`config.mk`:
```
export PLATFORM = sky130hd
export DESIGN_NAME = keypad_scan_controller
export DESIGN_NICKNAME = d
export VERILOG_FILES = /design/src/rtl/keypad_pkg.sv /design/src/rtl/sync_2ff.sv /design/src/rtl/keypad_scan_controller.sv
export SDC_FILE = /design/constraint.sdc
export NUM_CORES = 1
export LEC_CHECK = 0
export ABC_AREA = 0
export CORE_UTILIZATION = 42
export CTS_BUF_LIST = sky130_fd_sc_hd__clkbuf_2 sky130_fd_sc_hd__clkbuf_4 sky130_fd_sc_hd__clkbuf_8
export CTS_CLUSTER_DIAMETER = 120
export DETAILED_ROUTE_END_ITERATION = 10
export PLACE_DENSITY = 0.62
export SYNTH_ARGS = -nofsm -noshare
export SYNTH_HDL_FRONTEND = slang
export SYNTH_SLANG_ARGS = --single-unit
```
`constraint.sdc`:
```
create_clock -name clk -period 2.8 [get_ports clk]
set_input_delay 0.84 -clock clk [delete_from_list [all_inputs] [get_ports clk]]
set_output_delay 0.84 -clock clk [all_outputs]
set_load 0.01 [all_outputs]
```
`src/rtl/keypad_pkg.sv`:
```
// Shared types, constants and helpers for the 4x4 keypad scan controller.
package keypad_pkg;

  typedef enum logic [1:0] {
    SCAN,
    DEBOUNCE,
    HELD,
    RELEASE
  } state_e;

  localparam int unsigned ROW_W  = 2;
  localparam int unsigned COL_W  = 2;
  localparam int unsigned CODE_W = ROW_W + COL_W;

  localparam logic [3:0] COL_IDLE = 4'b1111;

  // Row index to active-low one-hot row drive pattern.
  function automatic logic [3:0] row_drive_n(input logic [ROW_W-1:0] idx);
    logic [3:0] pat;
    unique case (idx)
      2'd0:    pat = 4'b1110;
      2'd1:    pat = 4'b1101;
      2'd2:    pat = 4'b1011;
      default: pat = 4'b0111;
    endcase
    return pat;
  endfunction

  // True when exactly one column is pulled low; multi-key patterns are rejected.
  function automatic logic is_pressed(input logic [3:0] col);
    logic [3:0] low;
    low = ~col;
    return (low != 4'd0) && ((low & (low - 4'd1)) == 4'd0);
  endfunction

  // Column index of the single low bit; only meaningful when is_pressed() holds.
  function automatic logic [COL_W-1:0] col_index(input logic [3:0] col);
    logic [COL_W-1:0] idx;
    unique case (col)
      4'b1101: idx = 2'd1;
      4'b1011: idx = 2'd2;
      4'b0111: idx = 2'd3;
      default: idx = 2'd0;
    endcase
    return idx;
  endfunction

endpackage

```
`src/rtl/sync_2ff.sv`:
```
// Two-flop synchronizer for asynchronous multi-bit level inputs.
module sync_2ff #(
  parameter int unsigned        WIDTH     = 4,
  parameter logic [WIDTH-1:0]   RESET_VAL = '1
) (
  input  logic             clk,
  input  logic             reset,
  input  logic [WIDTH-1:0] d,
  output logic [WIDTH-1:0] q
);

  logic [WIDTH-1:0] meta_q;
  logic [WIDTH-1:0] sync_q;

  // Metastability filter: two back-to-back capture stages.
  always_ff @(posedge clk or posedge reset) begin
    if (reset) begin
      meta_q <= RESET_VAL;
      sync_q <= RESET_VAL;
    end else begin
      meta_q <= d;
      sync_q <= meta_q;
    end
  end

  assign q = sync_q;

endmodule

```
`src/rtl/keypad_scan_controller.sv`:
```
// 4x4 matrix keypad scanner with press/release debounce, one event per press,
// and a two-digit key history.
module keypad_scan_controller
  import keypad_pkg::*;
#(
  parameter int unsigned SCAN_DWELL      = 4800,
  parameter int unsigned DEBOUNCE_CYCLES = 960000
) (
  input  logic       clk,
  input  logic       reset,
  input  logic [3:0] col_n,
  input  logic       clear,
  output logic [3:0] row_n,
  output logic       key_valid,
  output logic [3:0] key_code,
  output logic [3:0] digit_new,
  output logic [3:0] digit_old,
  output logic       busy
);

  localparam int unsigned CNT_MAX = (SCAN_DWELL > DEBOUNCE_CYCLES) ? SCAN_DWELL : DEBOUNCE_CYCLES;
  localparam int unsigned CNT_W   = $clog2(CNT_MAX);

  localparam logic [CNT_W-1:0] DWELL_LAST = CNT_W'(SCAN_DWELL - 1);
  localparam logic [CNT_W-1:0] DEB_LAST   = CNT_W'(DEBOUNCE_CYCLES - 1);

  logic [3:0] col_s;

  state_e            state_q, state_d;
  logic [ROW_W-1:0]  row_q, row_d;
  logic [3:0]        col_lat_q, col_lat_d;
  logic [CNT_W-1:0]  cnt_q, cnt_d;
  logic [3:0]        row_n_q, row_n_d;
  logic              key_valid_q, key_valid_d;
  logic [CODE_W-1:0] key_code_q, key_code_d;
  logic [CODE_W-1:0] digit_new_q, digit_new_d;
  logic [CODE_W-1:0] digit_old_q, digit_old_d;
  logic              busy_q, busy_d;
  logic              event_fire;
  logic [ROW_W-1:0]  row_next;

  sync_2ff #(
    .WIDTH     (4),
    .RESET_VAL (COL_IDLE)
  ) u_col_sync (
    .clk   (clk),
    .reset (reset),
    .d     (col_n),
    .q     (col_s)
  );

  assign row_next = row_q + ROW_W'(1);

  // Next-state logic for the scan/debounce/hold/release sequence and history.
  always_comb begin
    state_d     = state_q;
    row_d       = row_q;
    col_lat_d   = col_lat_q;
    cnt_d       = cnt_q;
    key_valid_d = 1'b0;
    key_code_d  = key_code_q;
    digit_new_d = digit_new_q;
    digit_old_d = digit_old_q;
    event_fire  = 1'b0;

    unique case (state_q)
      SCAN: begin
        if (cnt_q == DWELL_LAST) begin
          cnt_d = '0;
          if (is_pressed(col_s)) begin
            col_lat_d = col_s;
            state_d   = DEBOUNCE;
          end else begin
            row_d = row_next;
          end
        end else begin
          cnt_d = cnt_q + CNT_W'(1);
        end
      end
      DEBOUNCE: begin
        if (col_s != col_lat_q) begin
          state_d = SCAN;
          row_d   = row_next;
          cnt_d   = '0;
        end else if (cnt_q == DEB_LAST) begin
          key_valid_d = 1'b1;
          key_code_d  = {row_q, col_index(col_lat_q)};
          event_fire  = 1'b1;
          state_d     = HELD;
          cnt_d       = '0;
        end else begin
          cnt_d = cnt_q + CNT_W'(1);
        end
      end
      HELD: begin
        // Anything but all-idle keeps us here, including a second key.
        if (col_s == COL_IDLE) begin
          state_d = RELEASE;
          cnt_d   = '0;
        end
      end
      RELEASE: begin
        if (col_s != COL_IDLE) begin
          state_d = HELD;
          cnt_d   = '0;
        end else if (cnt_q == DEB_LAST) begin
          state_d = SCAN;
          row_d   = row_next;
          cnt_d   = '0;
        end else begin
          cnt_d = cnt_q + CNT_W'(1);
        end
      end
      default: begin
        state_d = SCAN;
        row_d   = '0;
        cnt_d   = '0;
      end
    endcase

    // A new event wins over clear for digit_new; clear still wipes the old slot.
    if (event_fire) begin
      digit_old_d = clear ? '0 : digit_new_q;
      digit_new_d = key_code_d;
    end else if (clear) begin
      digit_old_d = '0;
      digit_new_d = '0;
    end

    row_n_d = row_drive_n(row_d);
    busy_d  = (state_d != SCAN);
  end

  // State and registered outputs.
  always_ff @(posedge clk or posedge reset) begin
    if (reset) begin
      state_q     <= SCAN;
      row_q       <= '0;
      col_lat_q   <= COL_IDLE;
      cnt_q       <= '0;
      row_n_q     <= 4'b1110;
      key_valid_q <= 1'b0;
      key_code_q  <= '0;
      digit_new_q <= '0;
      digit_old_q <= '0;
      busy_q      <= 1'b0;
    end else begin
      state_q     <= state_d;
      row_q       <= row_d;
      col_lat_q   <= col_lat_d;
      cnt_q       <= cnt_d;
      row_n_q     <= row_n_d;
      key_valid_q <= key_valid_d;
      key_code_q  <= key_code_d;
      digit_new_q <= digit_new_d;
      digit_old_q <= digit_old_d;
      busy_q      <= busy_d;
    end
  end

  assign row_n     = row_n_q;
  assign key_valid = key_valid_q;
  assign key_code  = key_code_q;
  assign digit_new = digit_new_q;
  assign digit_old = digit_old_q;
  assign busy      = busy_q;

endmodule

```
### Word-level counts from Yosys, hierarchy flattened

Index checks and enable logic that the tools add are counted.

| word-level totals | value |
|---|---|
| input port bits | 7 |
| register bits after elaboration | 54 |
| output and inout bits | 18 |
| logic and storage cells | 71 |

| cells by class | value |
|---|---|
| reduce and logical (&&, ||, !) cells | 8 |
| bitwise gates (word level) | 2 |
| mux-type cells | 32 |
| add/subtract/negate cells | 3 |
| equal/unequal tests | 14 |

Operators by type and width:

| operator | number |
|---|---|
| two-way mux 20 bit | 5 |
| case mux 20 bit (4 select lines) | 1 |
| two-way mux 4 bit | 7 |
| two-way mux 2 bit | 12 |
| adder 20 x 1 -> 20 bit, second input constant | 1 |
| == test 20 x 13 -> 1 bit, second input constant | 1 |
| == test 20 bit, second input constant | 1 |
| == test 4 bit, second input constant | 3 |
| case mux 2 bit (3 select lines) | 2 |
| case mux 4 bit (3 select lines) | 1 |
| case mux 2 bit (4 select lines) | 1 |
| == test 2 bit, second input constant | 3 |
| AND 4 bit | 1 |
| == test 2 x 1 -> 1 bit, second input constant | 2 |
| == test 4 x 3 -> 1 bit, second input constant | 1 |
| logical NOT 2 bit | 2 |
| logical NOT 4 bit | 1 |
| inequality test 4 bit | 1 |
| inequality test 4 bit, second input constant | 1 |
| NOT 4 bit | 1 |
| nonzero test 2 bit | 2 |
| nonzero test 4 bit | 1 |
| subtractor 4 x 1 -> 4 bit, second input constant | 1 |
| two-way mux 1 bit | 3 |
| other kinds (4) | 4 |

### Logic depth before layout (Yosys ltp)

Gate-level depths: netlist of run 1.

| logic depth | value |
|---|---|
| depth after elaboration | 10 |
| mapped depth | 8 |
| mapped depth without buffers | 7 |

### By module

From an unflattened synthesis of run 1, not the netlist that was laid out.

| unflattened totals | value |
|---|---|
| cell total of the unflattened synthesis | 243 |
| area, all modules | 2597.5 µm² |

By module, submodules not included:

| module | sequential area each (µm²) | area each (µm²) | cells an instance | instances |
|---|---|---|---|---|
| keypad_scan_controller | 1159.9 | 2383.5 | 234 | 1 |
| sync_2ff | 210.2 | 214.0 | 9 | 1 |

### Worst setup path after synthesis of run 1

No wires, ideal clock.

| timing | value |
|---|---|
| path type | reg2reg |
| start point | reg cnt_q[11] |
| end point | reg cnt_q[14] |
| cell stages (with the launch flop) | 8 |
| arrival time | 1.815 ns |
| required time | 2.681 ns |
| library setup time | 0.119 ns |
| path buffers | 1 |
| slack | 0.866 ns |
| clock period less this slack | 1.934 ns |
| cell sequence | dfrtp_1 -> or3_4 -> nor4_2 -> and2_2 -> a21oi_4 -> nor3_4 -> buf_4 -> nor2_1 |

| on the way | value |
|---|---|
| word-level cells in the longest chain between the ends | 4 |
| elaborated cells between the ends (all ways) | 8 |
| classes of those cells | add/sub: 1; eq/ne: 2; mux: 5 |

RTL lines:

| item | RTL line | text |
|---|---|---|
| start, declared | keypad_scan_controller.sv:32 | `logic [CNT_W-1:0] cnt_q, cnt_d;` |
| start signal, assigned | keypad_scan_controller.sv:151 | `cnt_q <= cnt_d;` |
| adder 20 x 1 -> 20 bit / == test 20 bit (equally long branches) | - |  |
| two-way mux 20 bit | keypad_scan_controller.sv:85, keypad_scan_controller.sv:106 |  |
| two-way mux 20 bit (on tied branches) | keypad_scan_controller.sv:103, keypad_scan_controller.sv:81 |  |
| case mux 20 bit (4 select lines) (*) | keypad_scan_controller.sv:66 | `unique case (state_q)` |

Mark *: on every way between the ends. The rest lies on a longest branch, timed or not.
A chain may end at the register's enable or synchronous reset.

### Worst setup path in the final report of run 1

| timing | value |
|---|---|
| start point | reg cnt_q[11] |
| end point | reg cnt_q[2] |

| on the way | value |
|---|---|
| word-level cells in the longest chain between the ends | 4 |
| elaborated cells between the ends (all ways) | 7 |
| classes of those cells | eq/ne: 2; mux: 5 |

RTL lines:

| item | RTL line |
|---|---|
| == test 20 bit | keypad_scan_controller.sv:85, keypad_scan_controller.sv:106 |
| two-way mux 20 bit | keypad_scan_controller.sv:85, keypad_scan_controller.sv:106 |
| two-way mux 20 bit (on tied branches) | keypad_scan_controller.sv:103, keypad_scan_controller.sv:81 |
| case mux 20 bit (4 select lines) (*) | keypad_scan_controller.sv:66 |

Marked as above.

==> flow_summary.toml, run 1 <==
[clock_tree]
cts-resized-gates = 0
ctsHoldBuffers = 0
clkSinkCount = 54
clk_latency_ns = 0.31
numCtsBuffers = 5
cts_max_path_buffers = 2
htreeDepth = 2
tritoncts = "yes"
cts_root_buf = "clkbuf_8"
post_cts_buffers = 0
clk_pin_slew_worst_paths_ns = 0.10

[hold_path]
worstHoldPathType = "flip-flop to flip-flop"
hold_depth = 0

[synth]
synth_top_area_cell = "dfrtp_1"
synth-seq-cells = 54
syn_area_um2 = 2560
synth_async_sr_flop_share_pct = 100
netlist_top_cells_area = "dfrtp_1 (38%), dfstp_2 (15%), nand2_1 (6.9%)"
synth_warnings = 0
synth_commonest_cells = "nand2_1 (47), dfrtp_1 (39), nor2_1 (29), dfstp_2 (15), xor2_1 (13)"
yosysMostFrequentCell = "nand2_1"
synth_top_area_share_pct = 38.1
syn_nets = 267
synth-main-ff-cell = "dfrtp_1"
postSynthAreaPerCell_um2 = 9.89
synth_edf_count = 0
ys_seq_area_share_pct = 53.5
postSynthCellCount = 259
synth_cell_types = 44

[worst_setup_path]
critPathLaunchType = "flip-flop"
crit_path_end_kind = "flip-flop"
worst-path-max-fanout = 15
arrival_ns = 2.41
reg2reg_depth = 6
cp.required_ns = 2.97
crit_type = "flip-flop to flip-flop"

[floorplan]
die_x_um = 80.1
start_util_pct = 43.5
dieArea_um2 = 6420
coreArea_um2 = 5890
core.rowCount = 28
ios = 25
fp.dieH_um = 80.1

[cells_and_area]
stdcell_count = 359
antennaDiodeCount = 0
layout-drive-gt1-share_pct = 14.1
nFillCells = 554
nets = 291
fin_area_um2 = 3020
area_delta_synth_final_pct = 18.0

[power_and_ir_drop]
internal_power_w = 0.00116
combPwrFrac_pct = 2.5
p_total_w = 0.00145
swShare_pct = 19.5
irDropWorstVdd_mv = 0.211
seqPwrFrac_pct = 55.1
switching_power_w = 0.000282
pwr_density_cell_nw_per_um2 = 478
p_leak_nw = 1.30
clkPwrFrac_pct = 42.4

[sta]
fin_worst_skew_ns = 0.0105
rsz0062_at_grt = "no"
fmaxAchievable_mhz = 446
finalHoldViolations = 0
tightest_slew_ns = 0.562
period_share_pct = 80.0
final.setup.tns_ns = 0
max_slew_margin_pct = 62.4
period_minus_slack_ns = 2.24
setup_viol = 0
slew_viol_final = 0

[placed_design]
dpl_cell_area_um2 = 2890
routabilityCongestion = 0.798
port_buffers = 24
placed_cells = 351
post-dp-hpwl_mm = 3.39

[route]
top_layer = "met4"
vias_per_cell = 5.21
met1_length_mm = 2.34
vias = 1870
antenna_left = 0
met3_length_um = 163
wl_met2_mm = 2.13
dr.pass1.iters = 4
drtIter0Drc = 117
drc = 0
drt_wl_total_mm = 4.69
routedWlPerCell_um = 13.1

[global_route]
grt_max_degree = 33
gr-usage-all-layers_pct = 16.6
grt-ovfl-total = 0
grt_pass1_wl_mm = 8.36
antenna_found_initial = 0
grt_pass1_vias = 1771

[job]
maxCapViolCount = 0

[status]
status = "complete, no violations"
## metrics by stage
step / worst slack (ns) / hold WS, ns / utilization, %
after CTS: 0.522 / 0.361 / 51.4
final: 0.559 / 0.360 / 51.4
after detailed placement: 0.548 / 0.347 / 49.0
after global routing: 0.403 / 0.363 / 51.4
after global placement: 0.566 / 0.346 / 49.0
after floorplan: 0.670 / 0.345 / -
## logic make-up after synthesis
kind of cell | Yosys count | synth area share (%)
compound gates | 26 | 6.54
fa+ha+maj | 1 | 0.488
simple gates | 133 | 26.7
flops | 54 | 53.5
xor+xnor | 22 | 7.52
buf+inv | 17 | 2.78
mux | 6 | 2.54
## worst max-delay path, cell delays in order (launching register included)
cell and delay [ns]:
dfrtp_1 0.41, or3_4 0.42, nor4_2 0.32, and2_2 0.23, a21oi_4 0.06, nor3_4 0.50
o22ai_1 0.16
## cells in the final DEF (no fill, tap or decap), drive strengths merged, types with 5 or more instances in the layout
cell type and n:
a21oi 12, and3 6, clkbuf 5, clkdlybuf4s50 24
dfrtp 39, dfstp 15, inv 7, nand2 47
nand3 12, nand4 9, nand4b 5, nor2 29
nor3 7, o21ai 6, xnor2 9, xor2 13
## metal layers
layer,global-route usage (%),up-vias
met3,3.75,5
met5,0,-
met1,23.8,897
li1,-,933
met2,25.2,35
met4,4.82,0
## flip-flops by register name, summed over array words and instances, names as in the netlist
| signal | count |
|---|---|
| digit_new | 4 |
| key_valid | 1 |
| key_code | 4 |
| digit_old | 4 |
| u_col_sync.q | 4 |
| row_n | 4 |
| state_q | 2 |
| cnt_q | 20 |
| u_col_sync.meta_q | 4 |
| row_q | 2 |
| busy | 1 |
| col_lat_q | 4 |
## power groups by stage
stage / clock network, W / logic [W] / registers (W)
finish: 0.000612 / 0.0000366 / 0.000797
global route: 0.000667 / 0.0000417 / 0.000798
CTS: 0.000629 / 0.0000384 / 0.000797
detailed placement: 0 / 0.0000385 / 0.000811
global placement: 0 / 0.0000379 / 0.000811
floorplan: 0 / 0.0000226 / 0.000807
## path summary, 6_finish.rpt
check,from,endpoint,slack (ns)
max,cnt_q[11]$_DFFE_PP0P_,cnt_q[2]$_DFFE_PP0P_,0.56
min,u_col_sync.meta_q[0]$_DFF_PP1_,u_col_sync.q[0]$_DFF_PP1_,0.36
max reg2reg,cnt_q[11]$_DFFE_PP0P_,cnt_q[2]$_DFFE_PP0P_,0.56
min reg2reg,u_col_sync.meta_q[0]$_DFF_PP1_,u_col_sync.q[0]$_DFF_PP1_,0.36
max in group asynchronous,reset,row_n[2]$_DFF_PP1_,1.30
min in group asynchronous,reset,cnt_q[3]$_DFFE_PP0P_,0.88
## final cells by class
type	count	area, um^2	share of cell area (%)
flip-flops and latches	54	1370	45.3
inverters	7	26.3	0.869
multi-input cells	188	1120	37.1
well taps	75	93.8	3.10
clock buffers	5	68.8	2.28
clock inverters	3	68.8	2.28
repair buffers	27	275	9.10
Power figures use the tool's default switching activity.
==> run 2: changes to the inputs <==
--- a/config.mk
+++ b/config.mk
@@ -10,7 +10,7 @@
 export CTS_BUF_LIST = sky130_fd_sc_hd__clkbuf_2 sky130_fd_sc_hd__clkbuf_4 sky130_fd_sc_hd__clkbuf_8
 export CTS_CLUSTER_DIAMETER = 120
 export DETAILED_ROUTE_END_ITERATION = 10
-export PLACE_DENSITY = 0.62
+export PLACE_DENSITY = 0.64
 export SYNTH_ARGS = -nofsm -noshare
 export SYNTH_HDL_FRONTEND = slang
 export SYNTH_SLANG_ARGS = --single-unit
==> constraint.sdc (replaced) <==
create_clock -name clk -period 1.95 [get_ports clk]
set_input_delay 0.585 -clock clk [delete_from_list [all_inputs] [get_ports clk]]
set_output_delay 0.585 -clock clk [all_outputs]
set_load 0.01 [all_outputs]
==> flow_summary.toml, run 2 (same netlist as run 1, synthesis figures left out) <==
[clock_tree]
cts_max_path_buffers = 2
numCtsBuffers = 5
cts_root_buf = "clkbuf_8"
clk_latency_ns = 0.30
clk_pin_slew_worst_paths_ns = 0.09
clkSinkCount = 54
htreeDepth = 2
tritoncts = "yes"

[power_and_ir_drop]
switching_power_w = 0.000385
p_leak_nw = 1.47
swShare_pct = 18.8
irDropWorstVdd_mv = 0.287
clkPwrFrac_pct = 41.6
combPwrFrac_pct = 2.7
internal_power_w = 0.00167
seqPwrFrac_pct = 55.7
pwr_density_cell_nw_per_um2 = 615

[worst_setup_path]
crit_family = "simple AND/OR/NAND/NOR gates"
worst-path-max-fanout = 4
critPathLaunchType = "flip-flop"
path_buf_inv = 0
crit_chain = "or3_4 -> nand4b_1 -> or4_1 -> o211a_2 -> or3_1"
arrival_ns = 2.23
cp_slowest_stage_delay_ns = 0.48
cp_slowest_cell = "or4_1"
cp.required_ns = 2.18
crit_type = "flip-flop to flip-flop"
crit_path_end_kind = "flip-flop"

[floorplan]
dieArea_um2 = 6420
die_x_um = 80.1
coreArea_um2 = 5890
start_util_pct = 43.5
fp.dieH_um = 80.1
ios = 25
core.rowCount = 28

[sta]
hold_ws_ns = 0.361
fin_worst_skew_ns = 0.00704
finalHoldViolations = 0
tightest_slew_ns = 0.358
fmaxAchievable_mhz = 500
period_share_pct = 103
max_slew_margin_pct = 75.9
finalWorstSetupSlack_ns = -0.0507
slew_viol_final = 0
final.setup.tns_ns = -0.0794
period_minus_slack_ns = 2.00
setup_viol = 4
rsz0062_at_grt = "yes"

[global_route]
gr-usage-all-layers_pct = 16.9
grt_pass1_vias = 1906
grt-ovfl-total = 0
grt_pass1_wl_mm = 8.42
grt_max_degree = 55
antenna_found_initial = 0

[route]
vias = 1979
antenna_left = 0
routedWlPerCell_um = 12.7
vias_per_cell = 5.06
drtIter0Drc = 115
drt_wl_total_mm = 4.97
dr.pass1.iters = 4
drc = 0

[cells_and_area]
nets = 323
antennaDiodeCount = 0
fin_area_um2 = 3340
final_common_cell = "nand2_1"
largest_register_ff_count = 20
largest-register = "cnt_q"
layout-drive-gt1-share_pct = 25.3
final_cell_mix = "nand2_1 (47), dfrtp_1 (39), buf_4 (32)"
utilization_pct = 56.7
area_delta_synth_final_pct = 30.2

[status]
status = "finished, violations left"
violations = "negative setup slack"

[job]
maxCapViolCount = 0

[placed_design]
place_ws_ns = -0.0196
dpl_cell_area_um2 = 3120
port_buffers = 24
post-dp-hpwl_mm = 3.61
routabilityCongestion = 0.850

[hold_path]
worstHoldPathType = "flip-flop to flip-flop"
[run 2: cell types whose count changed in the layout (fill, tap and decap cells not counted), sizes merged]
cell	delta
clkdlybuf4s50	-2
buf	+32
dlymetal6s2s	+2
[run 2: metrics by stage]
step	power, W	instances
4_1_cts	0.00208	389
5_1_grt	0.00213	391
6_report	0.00205	391
3_5_place_dp	0.00122	381
3_3_place_gp	0.00122	381
2_1_floorplan	0.00119	259
[run 2: worst reg2reg max path, delay by kind of cell (launching register included)]
kind | cells | cell delay (ns)
AND/OR/NAND/NOR | 4 | 1.41
AO/OA/AOI/OAI | 1 | 0.14
flip-flops | 1 | 0.39
[run 2: metal layers]
layer	wire [um]	GRT usage (%)	up-vias
met5	0	0	-
li1	-	-	1000
met4	78	6.79	0
met2	2340	28.3	35
met3	161	2.84	8
met1	2390	21.7	936
[run 2: power groups by stage]
| stage | sequential, W | combinational, W | clock, W |
|---|---|---|---|
| after global placement | 0.00116 | 0.0000580 | 0 |
| after floorplan | 0.00116 | 0.0000325 | 0 |
| after global routing | 0.00114 | 0.0000648 | 0.000923 |
| after CTS | 0.00114 | 0.0000584 | 0.000880 |
| final | 0.00114 | 0.0000560 | 0.000853 |
| after detailed placement | 0.00116 | 0.0000584 | 0 |
[run 2: area by class of cell]
cell class	instances	area [um^2]
well taps	75	93.8
repair buffers	59	537
clock inverters	3	63.8
fillers	533	2550
flip-flops and latches	54	1370
inverters	7	26.3
multi-input cells	188	1180
clock buffers	5	68.8
[run 2: worst paths after layout]
path                                           startpoint                        end  slack, ns  cells after the start
max                                 cnt_q[11]$_DFFE_PP0P_         row_n[1]$_DFF_PP1_      -0.05                      5
min                        u_col_sync.meta_q[2]$_DFF_PP1_  u_col_sync.q[2]$_DFF_PP1_       0.36                      0
max reg2reg                         cnt_q[11]$_DFFE_PP0P_         row_n[1]$_DFF_PP1_      -0.05                      5
min reg2reg                u_col_sync.meta_q[2]$_DFF_PP1_  u_col_sync.q[2]$_DFF_PP1_       0.36                      0
max in group asynchronous                           reset         row_n[2]$_DFF_PP1_       1.03                      3
min in group asynchronous                           reset       cnt_q[2]$_DFFE_PP0P_       0.63                      3
[run 2: what timing repair did]
action / CTS / global route
pin swaps: 0 / 6
hold buffers: 0 / 0
setup endpoints to repair: 25 / 44
setup buffers: 0 / 2
gates resized for setup: 1 / 18
==> run 3: changes to the inputs <==
==> constraint.sdc (replaced) <==
create_clock -name clk -period 1.7 [get_ports clk]
set_input_delay 0.51 -clock clk [delete_from_list [all_inputs] [get_ports clk]]
set_output_delay 0.51 -clock clk [all_outputs]
set_load 0.01 [all_outputs]
==> flow_summary.toml, run 3 (same netlist as run 1, synthesis figures left out) <==
[status]
status = "finished, violations left"
violations = "negative setup slack"

[sta]
hold_ws_ns = 0.359
max_slew_margin_pct = 78.0
finalHoldViolations = 0
finalWorstSetupSlack_ns = -0.337
period_share_pct = 120
fmaxAchievable_mhz = 491
fin_worst_skew_ns = 0.00924
setup_viol = 45
period_minus_slack_ns = 2.04
tightest_slew_ns = 0.326
slew_viol_final = 0
rsz0062_at_grt = "yes"

[power_and_ir_drop]
p_leak_nw = 1.76
pwr_density_cell_nw_per_um2 = 639
irDropWorstVdd_mv = 0.353

[worst_setup_path]
arrival_ns = 2.26
crit_family = "simple AND/OR/NAND/NOR gates"
crit_path_end_kind = "flip-flop"
cp_slowest_stage_delay_ns = 0.48
crit_type = "flip-flop to flip-flop"
cp.required_ns = 1.92
reg2reg_from = "cnt_q[11]$_DFFE_PP0P_"
critPathLaunch = "cnt_q[11]$_DFFE_PP0P_"
critPathLaunchType = "flip-flop"
crit_chain = "or3_4 -> nand4b_1 -> or4_1 -> o211a_2 -> or3_1"
path_buf_inv = 0
worst-path-max-fanout = 4
cp_slowest_cell = "or4_1"
rrSetupSlack_ns = -0.34

[global_route]
grt-ovfl-total = 0
gr-usage-all-layers_pct = 19.0
grt_pass1_vias = 2074
antenna_found_initial = 0
grt_max_degree = 55
grt_pass1_wl_mm = 9.40

[hold_path]
hp-start = "u_col_sync.meta_q[3]$_DFF_PP1_"
worstHoldPathType = "flip-flop to flip-flop"

[clock_tree]
tritoncts = "yes"
cts_max_path_buffers = 2
htreeDepth = 2
cts_root_buf = "clkbuf_8"
clk_pin_slew_worst_paths_ns = 0.09
clkSinkCount = 54
numCtsBuffers = 5
clk_latency_ns = 0.30
ctsHoldBuffers = 0

[route]
drt_wl_total_mm = 5.61
antenna_left = 0
vias_per_cell = 4.99
drtIter0Drc = 79
routedWlPerCell_um = 13.4
dr.pass1.iters = 4
drc = 0
vias = 2092

[cells_and_area]
final_common_cell = "buf_4"
antennaDiodeCount = 0
final_cell_mix = "buf_4 (55), nand2_1 (42), dfrtp_1 (39)"
nFillCells = 483
utilization_pct = 62.8
largest-register = "cnt_q"
area_delta_synth_final_pct = 44.2
largest_register_ff_count = 20
nets = 351
layout-drive-gt1-share_pct = 37.5

[placed_design]
port_buffers = 24
routabilityCongestion = 0.848
post-dp-hpwl_mm = 3.96

[floorplan]
coreArea_um2 = 5890
fp.dieH_um = 80.1
die_x_um = 80.1
start_util_pct = 43.5
dieArea_um2 = 6420
ios = 25
core.rowCount = 28

[job]
maxCapViolCount = 0
[run 3: cell types whose count changed in the layout (fill, tap and decap cells not counted), sizes merged]
cell,change
dlygate4sd2,+15
clkinvlp,+1
inv,-1
clkdlybuf4s50,-15
buf,+28
[run 3: path summary, 6_finish.rpt]
check,to,cells past startpoint
worst max register to register,row_n[1]$_DFF_PP1_,5
min in group asynchronous,cnt_q[3]$_DFFE_PP0P_,3
max in group asynchronous,row_n[1]$_DFF_PP1_,3
worst min-delay path,u_col_sync.q[3]$_DFF_PP1_,0
worst max-delay path,row_n[1]$_DFF_PP1_,5
worst min register to register,u_col_sync.q[3]$_DFF_PP1_,0
[run 3: through the flow]
step	total power, W	area [um^2]	std cells	setup TNS, ns	setup slack, ns
after global routing	0.00244	3690	419	-14.35	-0.376
after floorplan	0.00137	2640	259	-3.84	-0.229
after detailed placement	0.00141	3340	404	-9.68	-0.270
after CTS	0.00238	3530	414	-9.58	-0.278
final	0.00236	3690	419	-9.57	-0.337
after global placement	0.00140	3340	404	-8.55	-0.248
[run 3: area by class of cell]
class	count	area [um^2]	share of cell area (%)
repair buffers	87	747	20.2
multi-input cells	188	1320	35.7
clock buffers	5	68.8	1.86
inverters	7	32.5	0.880
flip-flops and latches	54	1370	37.1
clock inverters	3	63.8	1.73
well taps	75	93.8	2.54
[run 3: power breakdown]
| group | switching [W] | internal, W | total, W |
|---|---|---|---|
| Sequential | 0.0000100 | 0.00130 | 0.00131 |
| Clock | 0.000393 | 0.000582 | 0.000975 |
| Combinational | 0.0000404 | 0.0000344 | 0.0000748 |
[run 3: repair_timing]
action,in CTS,in global routing
gates resized for setup,28,36
cloned,0,1
pin swaps,1,23
endpoints found under the setup margin,60,48
buffers inserted,2,4
[run 3: layer usage]
metal  routed length (um)  track usage [%]  vias to the layer above
li1                     -                -                     1054
met1                 2620             24.4                     1000
met2                 2790             32.6                       34
met3                  151             3.64                        4
met4                   48             5.00                        0
met5                    0                0                        -
